## src/rtl/muldiv_pkg.sv

```systemverilog
// Shared definitions for the iterative HI/LO multiply/divide unit:
// operation and state encodings, iteration count and an operand helper.
package muldiv_pkg;

    typedef enum logic [2:0] {
        OP_NOP   = 3'd0,
        OP_MULT  = 3'd1,
        OP_MULTU = 3'd2,
        OP_DIV   = 3'd3,
        OP_DIVU  = 3'd4,
        OP_MTHI  = 3'd5,
        OP_MTLO  = 3'd6,
        OP_RSVD  = 3'd7
    } op_e;

    typedef enum logic [1:0] {
        ST_IDLE = 2'd0,
        ST_MUL  = 2'd1,
        ST_DIV  = 2'd2,
        ST_FIX  = 2'd3
    } state_e;

    // One shift-add or restoring step per cycle, one step per operand bit.
    localparam int unsigned ITER_COUNT = 32;
    localparam logic [4:0]  LAST_ITER  = 5'(ITER_COUNT - 1);

    // Magnitude of a 32-bit operand; only negative signed values are negated.
    function automatic logic [31:0] mag32(input logic [31:0] v, input logic is_signed);
        return (is_signed && v[31]) ? (32'd0 - v) : v;
    endfunction

endpackage

```

## src/rtl/ex_muldiv.sv

```systemverilog
// Iterative multiply/divide unit owning the architectural HI/LO registers.
// Operates on magnitudes (shift-add multiply, restoring divide) in one shared
// 64-bit accumulator and one shared adder, then fixes up signs in FIX.
module ex_muldiv
    import muldiv_pkg::*;
(
    input  logic        clk_i,
    input  logic        rst_i,
    input  logic        start_i,
    input  logic [2:0]  op_i,
    input  logic [31:0] rsdata_i,
    input  logic [31:0] rtdata_i,
    input  logic        kill_i,
    output logic [31:0] hi_o,
    output logic [31:0] lo_o,
    output logic        busy_o,
    output logic        done_o
);

    state_e      state_q, state_d;
    logic [4:0]  cnt_q, cnt_d;
    logic [63:0] acc_q, acc_d;
    logic [31:0] b_q, b_d;
    logic        neg_res_q, neg_res_d;
    logic        neg_rem_q, neg_rem_d;
    logic        is_div_q, is_div_d;
    logic [31:0] hi_q, hi_d;
    logic [31:0] lo_q, lo_d;
    logic        done_q, done_d;

    logic [33:0] add_a_s, add_b_s, sum_s;
    logic        add_cin_s;
    logic        op_signed_s;
    logic [63:0] prod_fix_s;
    logic [31:0] quo_fix_s, rem_fix_s;

    // Shared adder: accumulate in MUL, trial-subtract the divisor in DIV.
    always_comb begin
        if (state_q == ST_DIV) begin
            add_a_s   = {1'b0, acc_q[63:31]};
            add_b_s   = ~{2'b00, b_q};
            add_cin_s = 1'b1;
        end else begin
            add_a_s   = {2'b00, acc_q[63:32]};
            add_b_s   = acc_q[0] ? {2'b00, b_q} : 34'd0;
            add_cin_s = 1'b0;
        end
        sum_s = add_a_s + add_b_s + {33'd0, add_cin_s};
    end

    // Sign correction of the magnitude results; divide by zero forces an all-ones quotient.
    always_comb begin
        prod_fix_s = neg_res_q ? (64'd0 - acc_q) : acc_q;
        rem_fix_s  = neg_rem_q ? (32'd0 - acc_q[63:32]) : acc_q[63:32];
        if (b_q == 32'd0) begin
            quo_fix_s = 32'hFFFF_FFFF;
        end else begin
            quo_fix_s = neg_res_q ? (32'd0 - acc_q[31:0]) : acc_q[31:0];
        end
    end

    // Next-state, datapath and HI/LO update logic.
    always_comb begin
        state_d     = state_q;
        cnt_d       = cnt_q;
        acc_d       = acc_q;
        b_d         = b_q;
        neg_res_d   = neg_res_q;
        neg_rem_d   = neg_rem_q;
        is_div_d    = is_div_q;
        hi_d        = hi_q;
        lo_d        = lo_q;
        done_d      = 1'b0;
        op_signed_s = (op_i == OP_MULT) || (op_i == OP_DIV);

        if (kill_i) begin
            // A flush aborts any work and drops a start offered in the same cycle.
            state_d = ST_IDLE;
            cnt_d   = 5'd0;
        end else begin
            case (state_q)
                ST_IDLE: begin
                    if (start_i) begin
                        case (op_i)
                            OP_MULT, OP_MULTU, OP_DIV, OP_DIVU: begin
                                acc_d     = {32'd0, mag32(rsdata_i, op_signed_s)};
                                b_d       = mag32(rtdata_i, op_signed_s);
                                neg_res_d = op_signed_s && (rsdata_i[31] ^ rtdata_i[31]);
                                neg_rem_d = op_signed_s && rsdata_i[31];
                                is_div_d  = (op_i == OP_DIV) || (op_i == OP_DIVU);
                                cnt_d     = 5'd0;
                                state_d   = ((op_i == OP_DIV) || (op_i == OP_DIVU)) ? ST_DIV : ST_MUL;
                            end
                            OP_MTHI: hi_d = rsdata_i;
                            OP_MTLO: lo_d = rsdata_i;
                            default: state_d = ST_IDLE;
                        endcase
                    end else begin
                        state_d = ST_IDLE;
                    end
                end
                ST_MUL: begin
                    acc_d = {sum_s[32:0], acc_q[31:1]};
                    cnt_d = cnt_q + 5'd1;
                    if (cnt_q == LAST_ITER) begin
                        state_d = ST_FIX;
                    end else begin
                        state_d = ST_MUL;
                    end
                end
                ST_DIV: begin
                    // Negative trial difference means restore: keep the shifted remainder.
                    if (sum_s[33]) begin
                        acc_d = {acc_q[62:0], 1'b0};
                    end else begin
                        acc_d = {sum_s[31:0], acc_q[30:0], 1'b1};
                    end
                    cnt_d = cnt_q + 5'd1;
                    if (cnt_q == LAST_ITER) begin
                        state_d = ST_FIX;
                    end else begin
                        state_d = ST_DIV;
                    end
                end
                ST_FIX: begin
                    if (is_div_q) begin
                        hi_d = rem_fix_s;
                        lo_d = quo_fix_s;
                    end else begin
                        hi_d = prod_fix_s[63:32];
                        lo_d = prod_fix_s[31:0];
                    end
                    done_d  = 1'b1;
                    state_d = ST_IDLE;
                end
                default: begin
                    state_d = ST_IDLE;
                    cnt_d   = 5'd0;
                end
            endcase
        end
    end

    // State and datapath registers with synchronous reset.
    always_ff @(posedge clk_i) begin
        if (rst_i) begin
            state_q   <= ST_IDLE;
            cnt_q     <= 5'd0;
            acc_q     <= 64'd0;
            b_q       <= 32'd0;
            neg_res_q <= 1'b0;
            neg_rem_q <= 1'b0;
            is_div_q  <= 1'b0;
            hi_q      <= 32'd0;
            lo_q      <= 32'd0;
            done_q    <= 1'b0;
        end else begin
            state_q   <= state_d;
            cnt_q     <= cnt_d;
            acc_q     <= acc_d;
            b_q       <= b_d;
            neg_res_q <= neg_res_d;
            neg_rem_q <= neg_rem_d;
            is_div_q  <= is_div_d;
            hi_q      <= hi_d;
            lo_q      <= lo_d;
            done_q    <= done_d;
        end
    end

    assign hi_o   = hi_q;
    assign lo_o   = lo_q;
    assign busy_o = (state_q != ST_IDLE);
    assign done_o = done_q;

endmodule

```

## config.mk

```make
export PLATFORM = sky130hd
export DESIGN_NAME = ex_muldiv
export DESIGN_NICKNAME = d
export VERILOG_FILES = /design/src/rtl/muldiv_pkg.sv /design/src/rtl/ex_muldiv.sv
export SDC_FILE = /design/constraint.sdc
export NUM_CORES = 1
export LEC_CHECK = 0
export BUFFER_PORTS_ARGS = -buffer_cell sky130_fd_sc_hd__buf_2
export CELL_PAD_IN_SITES_DETAIL_PLACEMENT = 2
export CELL_PAD_IN_SITES_GLOBAL_PLACEMENT = 2
export CORE_ASPECT_RATIO = 2
export CORE_MARGIN = 8
export CORE_UTILIZATION = 35
export CTS_CLUSTER_DIAMETER = 50
export DETAILED_ROUTE_END_ITERATION = 10
export PLACE_DENSITY = 0.81
export SLEW_MARGIN = 30
export SYNTH_ARGS = -nofsm -noshare
export SYNTH_HDL_FRONTEND = slang
export SYNTH_SLANG_ARGS = --single-unit
```

## constraint.sdc

```tcl
create_clock -name clk_i -period 6.3 [get_ports clk_i]
set_input_delay 0.63 -clock clk_i [delete_from_list [all_inputs] [get_ports clk_i]]
set_output_delay 0.63 -clock clk_i [all_outputs]
set_load 0.01 [all_outputs]
```

# After elaboration in Yosys (flattened, before gate mapping)
# Index checks and enable logic that the tools add are counted.
# word_totals
ff_bits	171
input_bits	71
output_inout_bits	66
# classes
add_sub_neg	8
eq_ne	15
n_mux	32
n_bitwise	3
n_reduce_logical	20
# ops
cell	n
32-bit 2-to-1 mux	12
64-bit 2-to-1 mux	4
64-bit case mux with 3 select lines	1
32-bit case mux with 2 select lines	2
1-bit by 32-bit subtractor with 32-bit output (first input constant)	4
1-bit by 64-bit subtractor with 64-bit output (first input constant)	1
34-bit by 1-bit adder with 34-bit output	1
34-bit adder	1
34-bit 2-to-1 mux	1
32-bit NOT with 34-bit output	1
33-bit 2-to-1 mux	1
32-bit zero test	1
4-bit AND reduction	4
5-bit 2-to-1 mux	2
5-bit case mux with 2 select lines	1
3-bit equality test (second input constant)	3
2-bit case mux with 4 select lines	1
3-bit by 2-bit equality test with 1-bit output (second input constant)	2
2-bit 2-to-1 mux	3
2-bit by 1-bit inequality test with 1-bit output (second input constant)	3
2-bit nonzero test	3
2-bit OR reduction	3
5-bit by 1-bit adder with 5-bit output (second input constant)	1
5-bit equality test (second input constant)	1
15 further kinds	21

# Depth between registers and ports, before layout
# Gate-level depths: netlist of run 1.
# depth
ltp_word	7
mapped_depth	22
ltp_nobuf	16

# Worst setup path before layout of run 1
# Ideal clock, no wire load.
# synth_path
kind	register to register
startpoint	register state_q[0]
endpoint	register acc_q[51]
setup_ps	133
t_arrival_ps	4518
required_time_ps	6167
setup_slack_ps	1648
stages_incl_launch_ff	21
path_buffers	7
period_less_slack_ps	4652
path_cell_list	dfxtp_1 inv_1 ha_1 clkbuf_1 clkbuf_1 buf_1 mux2_2 ha_1 clkbuf_1 a21oi_1 o21ai_0 or2_2 o21a_1 o211ai_1 nand2_1 a21oi_1 buf_2 buf_1 buf_2 mux2i_1 o22ai_1
# synth_between
elab_chain_cells	6
word_cells_on_any_way	14
# synth_lines
element	line_no	source
from (decl)	ex_muldiv.sv:20	state_e state_q, state_d;
from (signal assigned)	ex_muldiv.sv:158	state_q <= state_d;
2-bit equality test	ex_muldiv.sv:39, ex_muldiv.sv:81	
33-bit 2-to-1 mux / 34-bit 2-to-1 mux (equally long branches)	ex_muldiv.sv:39	if (state_q == ST_DIV) begin
34-bit adder	ex_muldiv.sv:48	sum_s = add_a_s + add_b_s + {33'd0, add_cin_s};
34-bit by 1-bit adder with 34-bit output	ex_muldiv.sv:48	
64-bit 2-to-1 mux	ex_muldiv.sv:113	if (sum_s[33]) begin
64-bit case mux with 3 select lines	ex_muldiv.sv:81	case (state_q)
to (signal assigned)	ex_muldiv.sv:149	acc_q <= 64'd0;
to (signal assigned)	ex_muldiv.sv:160	acc_q <= acc_d;
to (decl)	ex_muldiv.sv:22	logic [63:0] acc_q, acc_d;
# Several ways; a longest one is shown, not always the timed one.
# A chain may end at the register's enable or synchronous reset.

# Worst setup path after layout of run 1
# layout_path
startpoint	register state_q[0]
endpoint	register acc_q[62]
# The elaborated chain is that of the path after synthesis.

==> run_results.csv, run 1 <==
group,metric,value,unit
sta,finalClockSkew,0.0135,ns
pwr,swShare,31.0,%
floorplanning,coreArea,37700,µm²
floorplanning,io_pins,137,
critical_path,end_kind,"flip-flop",
final_layout,drive_above_1_share,16.8,%
pwr,comb_power_share,16.6,%
global_routing,grt_usage,24.5,%
global_routing,grt_pass1_vias,14795,
sta,rsz0062_at_grt,"no",
pwr,ir_drop,0.196,mV
critical_path,start_kind,"flip-flop",
drt,ant_nets,0,
critical_path,required,6.65,ns
pwr,powerDensity,192,nW/µm²
sta,period_share,84.3,%
clock_network,cts_buffers,17,
logic_synthesis,synthTopCellsByArea,"dfxtp_1 26%, mux2_2 6.8%, a21oi_1 6.4%",
placement,place_hpwl,39900,µm
clock_network,cts_tree,"built",
final_layout,layout_common_cells,"172 x nand2_1, 171 x dfxtp_1, 165 x a21oi_1",
critical_path,crit_start,"state_q[0]",
flow_run,drv_cap,0,
clock_network,clockBufferDepth,2,
pwr,power.switching,877,µW
final_layout,fill_cells,4361,
logic_synthesis,yosysTopAreaCellShare,25.9,%
floorplanning,die_area,44700,µm²
final_layout,nets,1866,
global_routing,grt_max_degree,73,
drt,route.met2.wl,28000,µm
final_layout,area_growth,11.5,%
sta,fin_tns_setup,0,ns
pwr,pwr-share-seq,41.0,%
global_routing,antenna_found_initial,0,
logic_synthesis,synth_seq_area_share,25.9,%
logic_synthesis,syn_nets,1839,
sta,worst_pin_slew,0.955,ns
pwr,intPower,1950,µW
clock_network,h-tree-depth,4,
critical_path,timing.rr.start,"state_q[0]",
sta,slew_headroom,36.4,%
drt,drt_pass1_iterations,5,
sta,final-setup-viol-count,0,
drt,vias_per_cell,6.21,
logic_synthesis,netlist_instances,1723,
floorplanning,die_w,153,µm
clock_network,hold_buffers,0,
critical_path,worst-setup-path-type,"flip-flop to flip-flop",
drt,vias,13829,
min_path,min-delay-path-class,"flip-flop to flip-flop",
logic_synthesis,yosysTopAreaCell,"dfxtp_1",
drt,drt_iter0_drc,607,
logic_synthesis,synth_flop_cell,"dfxtp_1",
global_routing,grt-ovfl-total,0,
pwr,power.leakage,0.00587,µW
critical_path,crit_fanout,32,
logic_synthesis,async_flop_share,0,%
drt,met3WireLength,2200,µm
sta,max_freq,188,MHz
global_routing,grt_pass1_wl,87000,µm
drt,wl_met1,22900,µm
clock_network,cts-root-buf,"clkbuf_16",
placement,place_congestion,0.887,
min_path,hold_start,"lo_o[9]",
sta,fin_hold_ws,0.453,ns
clock_network,cts.sinks,171,
pwr,clkPwrFrac,42.4,%
logic_synthesis,yosysWarnings,0,
drt,top_layer,"met4",
logic_synthesis,synth_edf_count,0,
drt,wirelength,55800,µm
clock_network,post_cts_buffers,0,
placement,portBuffers,136,
critical_path,critical_path_arrival,5.67,ns
logic_synthesis,synth-seq-cells,171,
clock_network,cts_resized,0,
final_layout,final_cells,2227,
drt,route.detailed.drc,0,
placement,dp_cells,2194,
clock_network,clk_pin_slew,0.08,ns
sta,hold_viol,0,
floorplanning,die_h,291,µm
logic_synthesis,syn-cell-area,13200,µm²
sta,final.min_clock_period,5.31,ns
drt,wl_per_cell,25.1,µm
final_layout,final_common_cell,"nand2_1",
logic_synthesis,syn_area_per_cell,7.68,µm²
outcome,status,"complete, no violations",
sta,slew_violations,0,
clock_network,clk_latency,0.47,ns
floorplanning,initial_core_util,35.1,%
floorplanning,rows,101,
logic_synthesis,synth.distinct_cells,76,
## cells by family after synthesis
logic type                 Yosys count  share of synthesized area, %
adders and majority gates           45                          4.37
DFF                                171                          25.9
AOI/OAI and AO/OA                  568                          28.2
muxes                              100                          8.32
buffers and inverters              182                          5.31
xor gates and xnor gates           142                          9.40
and+or+nand+nor                    515                          18.5
## routing by layer
metal | vias to the layer above | track usage (%)
li1 | 6364 | -
met1 | 6952 | 28.6
met2 | 386 | 42.4
met3 | 127 | 3.68
met4 | 0 | 12.9
met5 | - | 0
## critical path, stage by stage (launching register included)
cell and delay (ns):
dfxtp_1 0.35, inv_1 0.16, ha_1 0.46, nor2_1 0.08, buf_4 0.24, mux2_2 0.31, fa_1 0.45, fa_1 0.44
a21o_1 0.21, a2111o_1 0.40, a21oi_1 0.27, a211oi_1 0.18, o22ai_1 0.43, o21ai_0 0.31, a41o_1 0.32, o21ai_0 0.21
mux2i_1 0.25, nand4_1 0.10
## flip-flops by register name, indices dropped and copies added, names as in the netlist
register and count:
acc_q 64, b_q 32, hi_o 32, lo_o 32, cnt_q 5, state_q 2, done_o 1, is_div_q 1
neg_rem_q 1, neg_res_q 1
## synthesized netlist by cell type (6+ instances only)
library cell / n
a211o_1: 27
a211oi_1: 55
a21o_1: 27
a21oi_1: 168
a221oi_1: 24
a22o_1: 9
a22oi_1: 24
a31oi_1: 14
and2_1: 9
buf_1: 10
clkbuf_1: 135
dfxtp_1: 171
ha_1: 43
inv_1: 29
mux2_2: 80
mux2i_1: 20
nand2_1: 172
nand2b_1: 17
nand3_1: 28
nand3b_1: 7
nand4_1: 7
nor2_1: 144
nor2b_1: 9
nor3_1: 37
nor4_1: 24
o211ai_1: 9
o21ai_0: 110
o221ai_1: 19
o22ai_1: 12
o31ai_1: 13
o41ai_1: 7
or2_2: 6
or3_1: 22
or4_1: 8
xnor2_1: 74
xor2_1: 68
## worst paths after layout
| kind | end | slack [ns] | cells after the start |
|---|---|---|---|
| min reg2reg | lo_o[9] | 0.45 | 2 |
| min | lo_o[9] | 0.45 | 2 |
| max | acc_q[62] | 0.99 | 17 |
| max reg2reg | acc_q[62] | 0.99 | 17 |
## stage by stage
stage | total power, µW | cell area [µm²] | util (%) | setup slack, ns
CTS | 2850 | 14700 | 39.2 | 1.04
floorplan | 1460 | 13200 | - | 1.65
global placement | 1630 | 14100 | 37.5 | 1.37
global route | 2930 | 14800 | 39.2 | 0.756
finish | 2830 | 14800 | 39.2 | 0.987
detailed placement | 1640 | 14100 | 37.5 | 1.13
## final cells by class
| cell class | instances | area, µm² | area share, % |
|---|---|---|---|
| inverter | 31 | 116 | 0.789 |
| antenna | 1 | 2.50 | 0.0170 |
| clock inverter | 14 | 206 | 1.40 |
| sequential | 171 | 3420 | 23.2 |
| timing repair buffer | 159 | 856 | 5.80 |
| clock buffer | 18 | 429 | 2.91 |
| multi-input combinational | 1370 | 9140 | 62.0 |
| tap | 463 | 579 | 3.93 |
## power by group through the flow
stage | registers (µW) | clock network, µW | logic, µW
final | 1160 | 1200 | 468
after global routing | 1160 | 1260 | 506
after CTS | 1160 | 1220 | 465
after detailed placement | 1180 | 0 | 458
after global placement | 1180 | 0 | 445
after floorplan | 1170 | 0 | 295
Note: power is estimated with default switching activity, not from simulation.
==> run 2, diff against run 1 <==
--- a/config.mk
+++ b/config.mk
@@ -5,15 +5,16 @@
 export SDC_FILE = /design/constraint.sdc
 export NUM_CORES = 1
 export LEC_CHECK = 0
+export ABC_AREA = 1
 export BUFFER_PORTS_ARGS = -buffer_cell sky130_fd_sc_hd__buf_2
 export CELL_PAD_IN_SITES_DETAIL_PLACEMENT = 2
 export CELL_PAD_IN_SITES_GLOBAL_PLACEMENT = 2
 export CORE_ASPECT_RATIO = 2
 export CORE_MARGIN = 8
-export CORE_UTILIZATION = 35
+export CORE_UTILIZATION = 29
 export CTS_CLUSTER_DIAMETER = 50
 export DETAILED_ROUTE_END_ITERATION = 10
-export PLACE_DENSITY = 0.81
+export PLACE_DENSITY = 0.79
 export SLEW_MARGIN = 30
 export SYNTH_ARGS = -nofsm -noshare
 export SYNTH_HDL_FRONTEND = slang
==> constraint.sdc (replaced) <==
create_clock -name clk_i -period 4.5 [get_ports clk_i]
set_input_delay 0.45 -clock clk_i [delete_from_list [all_inputs] [get_ports clk_i]]
set_output_delay 0.45 -clock clk_i [all_outputs]
set_load 0.01 [all_outputs]
==> run_results.csv, run 2 <==
group,metric,value,unit
pwr,powerDensity,243,nW/µm²
logic_synthesis,synthTopCellsByCount,"781 x nand2_1, 350 x nor2_1, 283 x inv_1, 271 x o21ai_0, 242 x a21oi_1",
drt,vias,19132,
critical_path,worst-setup-path-type,"flip-flop to flip-flop",
final_layout,layout_common_cells,"781 x nand2_1, 349 x nor2_1, 282 x inv_1",
sta,slew_violations,0,
flow_run,drv_cap,0,
floorplanning,die_h,343,µm
drt,drt_pass1_iterations,5,
logic_synthesis,syn_area_per_cell,5.58,µm²
sta,fin_tns_setup,0,ns
critical_path,start_kind,"flip-flop",
clock_network,cts_buffers,17,
floorplanning,io_pins,137,
final_layout,area_growth,12.5,%
clock_network,cts.sinks,171,
sta,layout_setup_ws,0.395,ns
global_routing,grt_pass1_wl,119000,µm
critical_path,r2r_setup_slack,0.39,ns
logic_synthesis,yosysWarnings,0,
clock_network,clk_pin_slew,0.09,ns
sta,hold_viol,0,
global_routing,grt_usage,25.0,%
sta,worst_pin_slew,0.860,ns
placement,place_hpwl,59900,µm
logic_synthesis,netlist_instances,2770,
placement,place_area,16800,µm²
logic_synthesis,synth_edf_count,0,
clock_network,cts_tree,"built",
logic_synthesis,synth-seq-cells,171,
critical_path,end_kind,"flip-flop",
clock_network,cts-root-buf,"clkbuf_16",
drt,vias_per_cell,5.44,
drt,route.detailed.drc,0,
clock_network,clockBufferDepth,2,
sta,period_share,91.2,%
sta,finalClockSkew,0.0151,ns
placement,portBuffers,136,
global_routing,grt-ovfl-total,0,
logic_synthesis,synthTopCellsByArea,"dfxtp_1 22%, nand2_1 19%, o21ai_0 8.8%",
outcome,status,"complete, no violations",
logic_synthesis,synth.distinct_cells,49,
logic_synthesis,yosysMostFrequentCell,"nand2_1",
clock_network,post_cts_buffers,0,
final_layout,seq_area,3420,µm²
final_layout,largest_reg_flops,64,
critical_path,path_cells,"inv_1, ha_2, buf_4, nand2_1, o21ai_0, ha_1, nand2_1, nand2_1, nand2_1, nand2_1, inv_1, nand3_1, nand2_1, nand2_2, nand2_4, nand2_4, inv_2, nand2_1, nand2_1, o21ai_1, nand2_1, a21oi_1",
floorplanning,coreArea,53200,µm²
floorplanning,rows,120,
logic_synthesis,synth_seq_area_share,22.1,%
drt,wl_per_cell,21.8,µm
pwr,ir_drop,0.187,mV
logic_synthesis,async_flop_share,0,%
final_layout,multi_input_area,10400,µm²
logic_synthesis,syn-cell-area,15500,µm²
clock_network,cts_resized,0,
sta,rsz0062_at_grt,"no",
critical_path,crit_path_top_delay_cell,"ha_2",
placement,place_ws,0.439,ns
clock_network,h-tree-depth,4,
logic_synthesis,syn_nets,2886,
global_routing,grt_pass1_vias,20803,
critical_path,required,4.84,ns
placement,place_congestion,0.910,
final_layout,nets,2952,
sta,max_freq,244,MHz
logic_synthesis,synth_flop_cell,"dfxtp_1",
floorplanning,die_w,179,µm
final_layout,regMostFlops,"acc_q",
sta,final.min_clock_period,4.11,ns
sta,final-setup-viol-count,0,
global_routing,antenna_found_initial,0,
pwr,power.leakage,0.00861,µW
min_path,min-delay-path-class,"input pin to flip-flop",
final_layout,diodes,0,
critical_path,critical_path.top_delay_family,"simple AND/OR/NAND/NOR gates",
final_layout,drive_above_1_share,9.23,%
critical_path,critical_path_arrival,4.45,ns
drt,drt_iter0_drc,886,
critical_path,path_common_cell,"nand2_1",
sta,slew_headroom,42.0,%
clock_network,hold_buffers,0,
final_layout,fin_area,17400,µm²
clock_network,clk_latency,0.49,ns
final_layout,fill_cells,6924,
drt,wirelength,76600,µm
floorplanning,die_area,61400,µm²
logic_synthesis,yosysTopAreaCell,"dfxtp_1",
final_layout,final_common_cell,"nand2_1",
logic_synthesis,yosysTopAreaCellShare,22.1,%
global_routing,grt_max_degree,67,
drt,ant_nets,0,
critical_path,max_stage_delay,0.64,ns
critical_path,crit_buf_inv,4,
floorplanning,initial_core_util,29.1,%
critical_path,crit_fanout,37,
-- run 2: changes by cell type after synthesis, sizes merged, moves of 25 or more --
cell and delta:
xor2 -30, a211o -27, a211oi -53, nor2 +213, inv +270, o21ai +188, nand2 +617, clkbuf -45
xnor2 -57, nand3 +178, a21oi +76, a21o -25, mux2 -80
-- run 2: final cells by class --
class	instances	share of cell area (%)
Multi-Input combinational cell	2175	60.0
Sequential cell	171	19.7
Clock buffer	17	2.44
Clock inverter	15	1.14
Tap cell	671	4.83
Inverter	302	6.54
Timing Repair Buffer	169	5.41
-- run 2: cell families (layout without fill, tap and decap cells) --
logic type	Yosys count	after routing	synth area share, %
and+or+nand+nor	1452	1452	38.9
buffers and inverters	424	503	10.6
adders and majority gates	45	45	3.74
xor gates and xnor gates	55	55	3.11
AOI/OAI and AO/OA	623	623	21.5
DFF	171	171	22.1
-- run 2: worst paths after layout --
check / to / cells past startpoint / start
setup / recovery: acc_q[37] / 22 / state_q[0]
hold / removal: done_o / 2 / kill_i
setup reg to reg: acc_q[37] / 22 / state_q[0]
hold reg to reg: cnt_q[4] / 2 / cnt_q[4]
-- run 2: stage by stage --
step / util, % / std cells / hold WS [ns] / power [µW]
2_1_floorplan: - / 2770 / 0.469 / 2250
3_3_place_gp: 31.6 / 3488 / 0.493 / 2580
3_5_place_dp: 31.6 / 3488 / 0.504 / 2620
4_1_cts: 32.7 / 3520 / 0.203 / 4270
5_1_grt: 32.7 / 3520 / 0.217 / 4420
6_report: 32.7 / 3520 / 0.220 / 4230
-- run 2: power breakdown --
part	switching, µW	internal (µW)	total, µW	leakage [µW]
Clock	828	808	1640	0.000305
Combinational	696	272	967	0.00692
Sequential	61.8	1570	1630	0.00139
-- run 2: layer usage --
metal	GRT usage, %	vias up	wire length (µm)
li1	-	9165	-
met1	30.2	9446	33000
met2	43.7	406	37900
met3	2.71	115	2590
met4	10.7	0	3080
met5	0	-	0
==> run 3, diff against run 2 <==
--- a/config.mk
+++ b/config.mk
@@ -6,6 +6,7 @@
 export NUM_CORES = 1
 export LEC_CHECK = 0
 export ABC_AREA = 1
+export ABC_CLOCK_PERIOD_IN_PS = 3600
 export BUFFER_PORTS_ARGS = -buffer_cell sky130_fd_sc_hd__buf_2
 export CELL_PAD_IN_SITES_DETAIL_PLACEMENT = 2
 export CELL_PAD_IN_SITES_GLOBAL_PLACEMENT = 2
==> constraint.sdc (replaced) <==
create_clock -name clk_i -period 3.6 [get_ports clk_i]
set_input_delay 0.36 -clock clk_i [delete_from_list [all_inputs] [get_ports clk_i]]
set_output_delay 0.36 -clock clk_i [all_outputs]
set_load 0.005 [all_outputs]
==> run_results.csv, run 3 (same netlist as run 2, synthesis figures left out) <==
group,metric,value,unit
sta,hold_viol,0,
placement,portBuffers,136,
final_layout,nets,2997,
sta,period_share,95.8,%
drt,wl_per_cell,21.9,µm
critical_path,crit_fanout,32,
global_routing,antenna_found_initial,1,
final_layout,diodes,0,
final_layout,final_common_cell,"nand2_1",
clock_network,clk_pin_slew,0.08,ns
drt,route.detailed.drc,0,
pwr,total_power,5200,µW
sta,fin_tns_setup,0,ns
pwr,swShare,37.6,%
sta,fin_hold_ws,0.167,ns
critical_path,crit_path_top_delay_cell,"ha_2",
pwr,powerDensity,291,nW/µm²
drt,wirelength,78200,µm
critical_path,timing.rr.start,"state_q[0]",
drt,ant_nets,0,
clock_network,cts.sinks,171,
placement,place_congestion,0.944,
floorplanning,die_w,179,µm
outcome,status,"complete, no violations",
clock_network,h-tree-depth,4,
pwr,pwr-share-seq,39.3,%
pwr,clkPwrFrac,37.1,%
global_routing,grt_pass1_wl,119000,µm
critical_path,reg2reg_depth,21,
floorplanning,io_pins,137,
final_layout,fin_area,17900,µm²
drt,vias,19495,
global_routing,grt_usage,25.1,%
final_layout,regMostFlops,"acc_q",
placement,place_area,17100,µm²
global_routing,grt_pass1_vias,20877,
pwr,comb_power_share,23.6,%
floorplanning,rows,120,
placement,place_hpwl,61400,µm
drt,drt_iter0_drc,992,
clock_network,hold_buffers,0,
drt,vias_per_cell,5.47,
final_layout,final_cells,3565,
sta,final.min_clock_period,3.45,ns
clock_network,cts_buffers,17,
critical_path,reg2reg_to,"acc_q[33]",
floorplanning,coreArea,53200,µm²
sta,worst_pin_slew,0.835,ns
pwr,ir_drop,0.242,mV
global_routing,grt-ovfl-total,0,
final_layout,area_growth,15.4,%
pwr,power.leakage,0.00885,µW
clock_network,cts_tree,"built",
critical_path,required,3.94,ns
drt,drt_pass1_iterations,5,
sta,finalClockSkew,0.0162,ns
pwr,intPower,3240,µW
clock_network,clk_latency,0.48,ns
pwr,power.switching,1960,µW
clock_network,clockBufferDepth,2,
critical_path,max_stage_delay,0.36,ns
floorplanning,initial_core_util,29.1,%
critical_path,critical_path_arrival,3.79,ns
critical_path,worst-setup-path-type,"flip-flop to flip-flop",
critical_path,r2r_setup_slack,0.15,ns
flow_run,drv_cap,0,
final_layout,largest_reg_flops,64,
sta,max_freq,290,MHz
sta,slew_headroom,43.7,%
sta,final-setup-viol-count,0,
min_path,min-delay-path-class,"input pin to flip-flop",
placement,dp_cells,3524,
critical_path,endpoint,"acc_q[33]",
sta,slew_violations,0,
floorplanning,die_area,61400,µm²
critical_path,start_kind,"flip-flop",
final_layout,drive_above_1_share,11.5,%
global_routing,grt_max_degree,103,
critical_path,crit_start,"state_q[0]",
clock_network,cts-root-buf,"clkbuf_16",
final_layout,layout_common_cells,"771 x nand2_1, 349 x nor2_1, 279 x inv_1",
critical_path,end_kind,"flip-flop",
floorplanning,die_h,343,µm
critical_path,path_cells,"inv_2, ha_2, clkinvlp_4, buf_4, clkbuf_16, nand3_1, o21ai_0, ha_2, buf_4, a21o_1, nand3_1, nand3_1, a21oi_4, nand2_4, inv_2, buf_12, nand2_1, nand2_1, o21ai_0, nand2_1, a21oi_1",
## run 3: cell count changes in the layout (fill, tap and decap cells not counted), sizes merged
cell      previous run  this run
clkinvlp             0         2
buf                169       212
clkbuf              17        19
clkinv              10         6
inv                306       309
bufinv               1         0
## run 3: cell type report
class,instances,area (µm²)
Clock buffer,17,425
Clock inverter,15,144
Fill cell,6839,35300
Inverter,302,1140
Multi-Input combinational cell,2175,10500
Sequential cell,171,3430
Tap cell,671,840
Timing Repair Buffer,214,1380
## run 3: critical path, delay by kind of cell (launching register included)
kind,cells,cell delay [ns]
AND/OR/NAND/NOR,7,0.62
buffers and inverters,7,1.05
flip-flops,1,0.33
AO/OA/AOI/OAI,5,0.72
adder cells (fa/ha/maj),2,0.57
## run 3: per-stage QoR
step	util [%]	worst slack, ns
after detailed placement	32.2	0.0974
after CTS	33.3	0.0352
after global placement	32.2	0.228
after floorplan	-	0.375
final	33.6	0.150
after global routing	33.6	-0.0400
## run 3: what timing repair did
action | 4_1_cts | 5_1_grt
setup buffers | 0 | 7
gates resized for setup | 0 | 35
setup endpoints to repair | 0 | 33
## run 3: worst min-delay path by stage
| stage | from | endpoint | slack, ns | cells past startpoint |
|---|---|---|---|---|
| floorplan | kill_i | done_o | 0.44 | 1 |
| global placement | cnt_q[4] | cnt_q[4] | 0.49 | 2 |
| detailed placement | acc_q[59] | acc_q[59] | 0.51 | 2 |
| CTS | kill_i | done_o | 0.16 | 2 |
| global route | kill_i | done_o | 0.18 | 2 |
| finish | kill_i | done_o | 0.17 | 2 |
## run 3: power by group through the flow
stage          Sequential (µW)  Clock (µW)  Combinational (µW)
3_3_place_gp              2080           0                1160
3_5_place_dp              2080           0                1200
5_1_grt                   2050        2030                1350
6_report                  2040        1930                1230
4_1_cts                   2040        1970                1210
2_1_floorplan             2050           0                 759
## run 3: layer usage
layer  up-vias  GRT usage (%)  routed length, µm
li1       9257              -                  -
met1      9641           30.1              33300
met2       453           44.1              38600
met3       142           2.74               2840
met4         2           11.1               3470
met5         -              0                  8
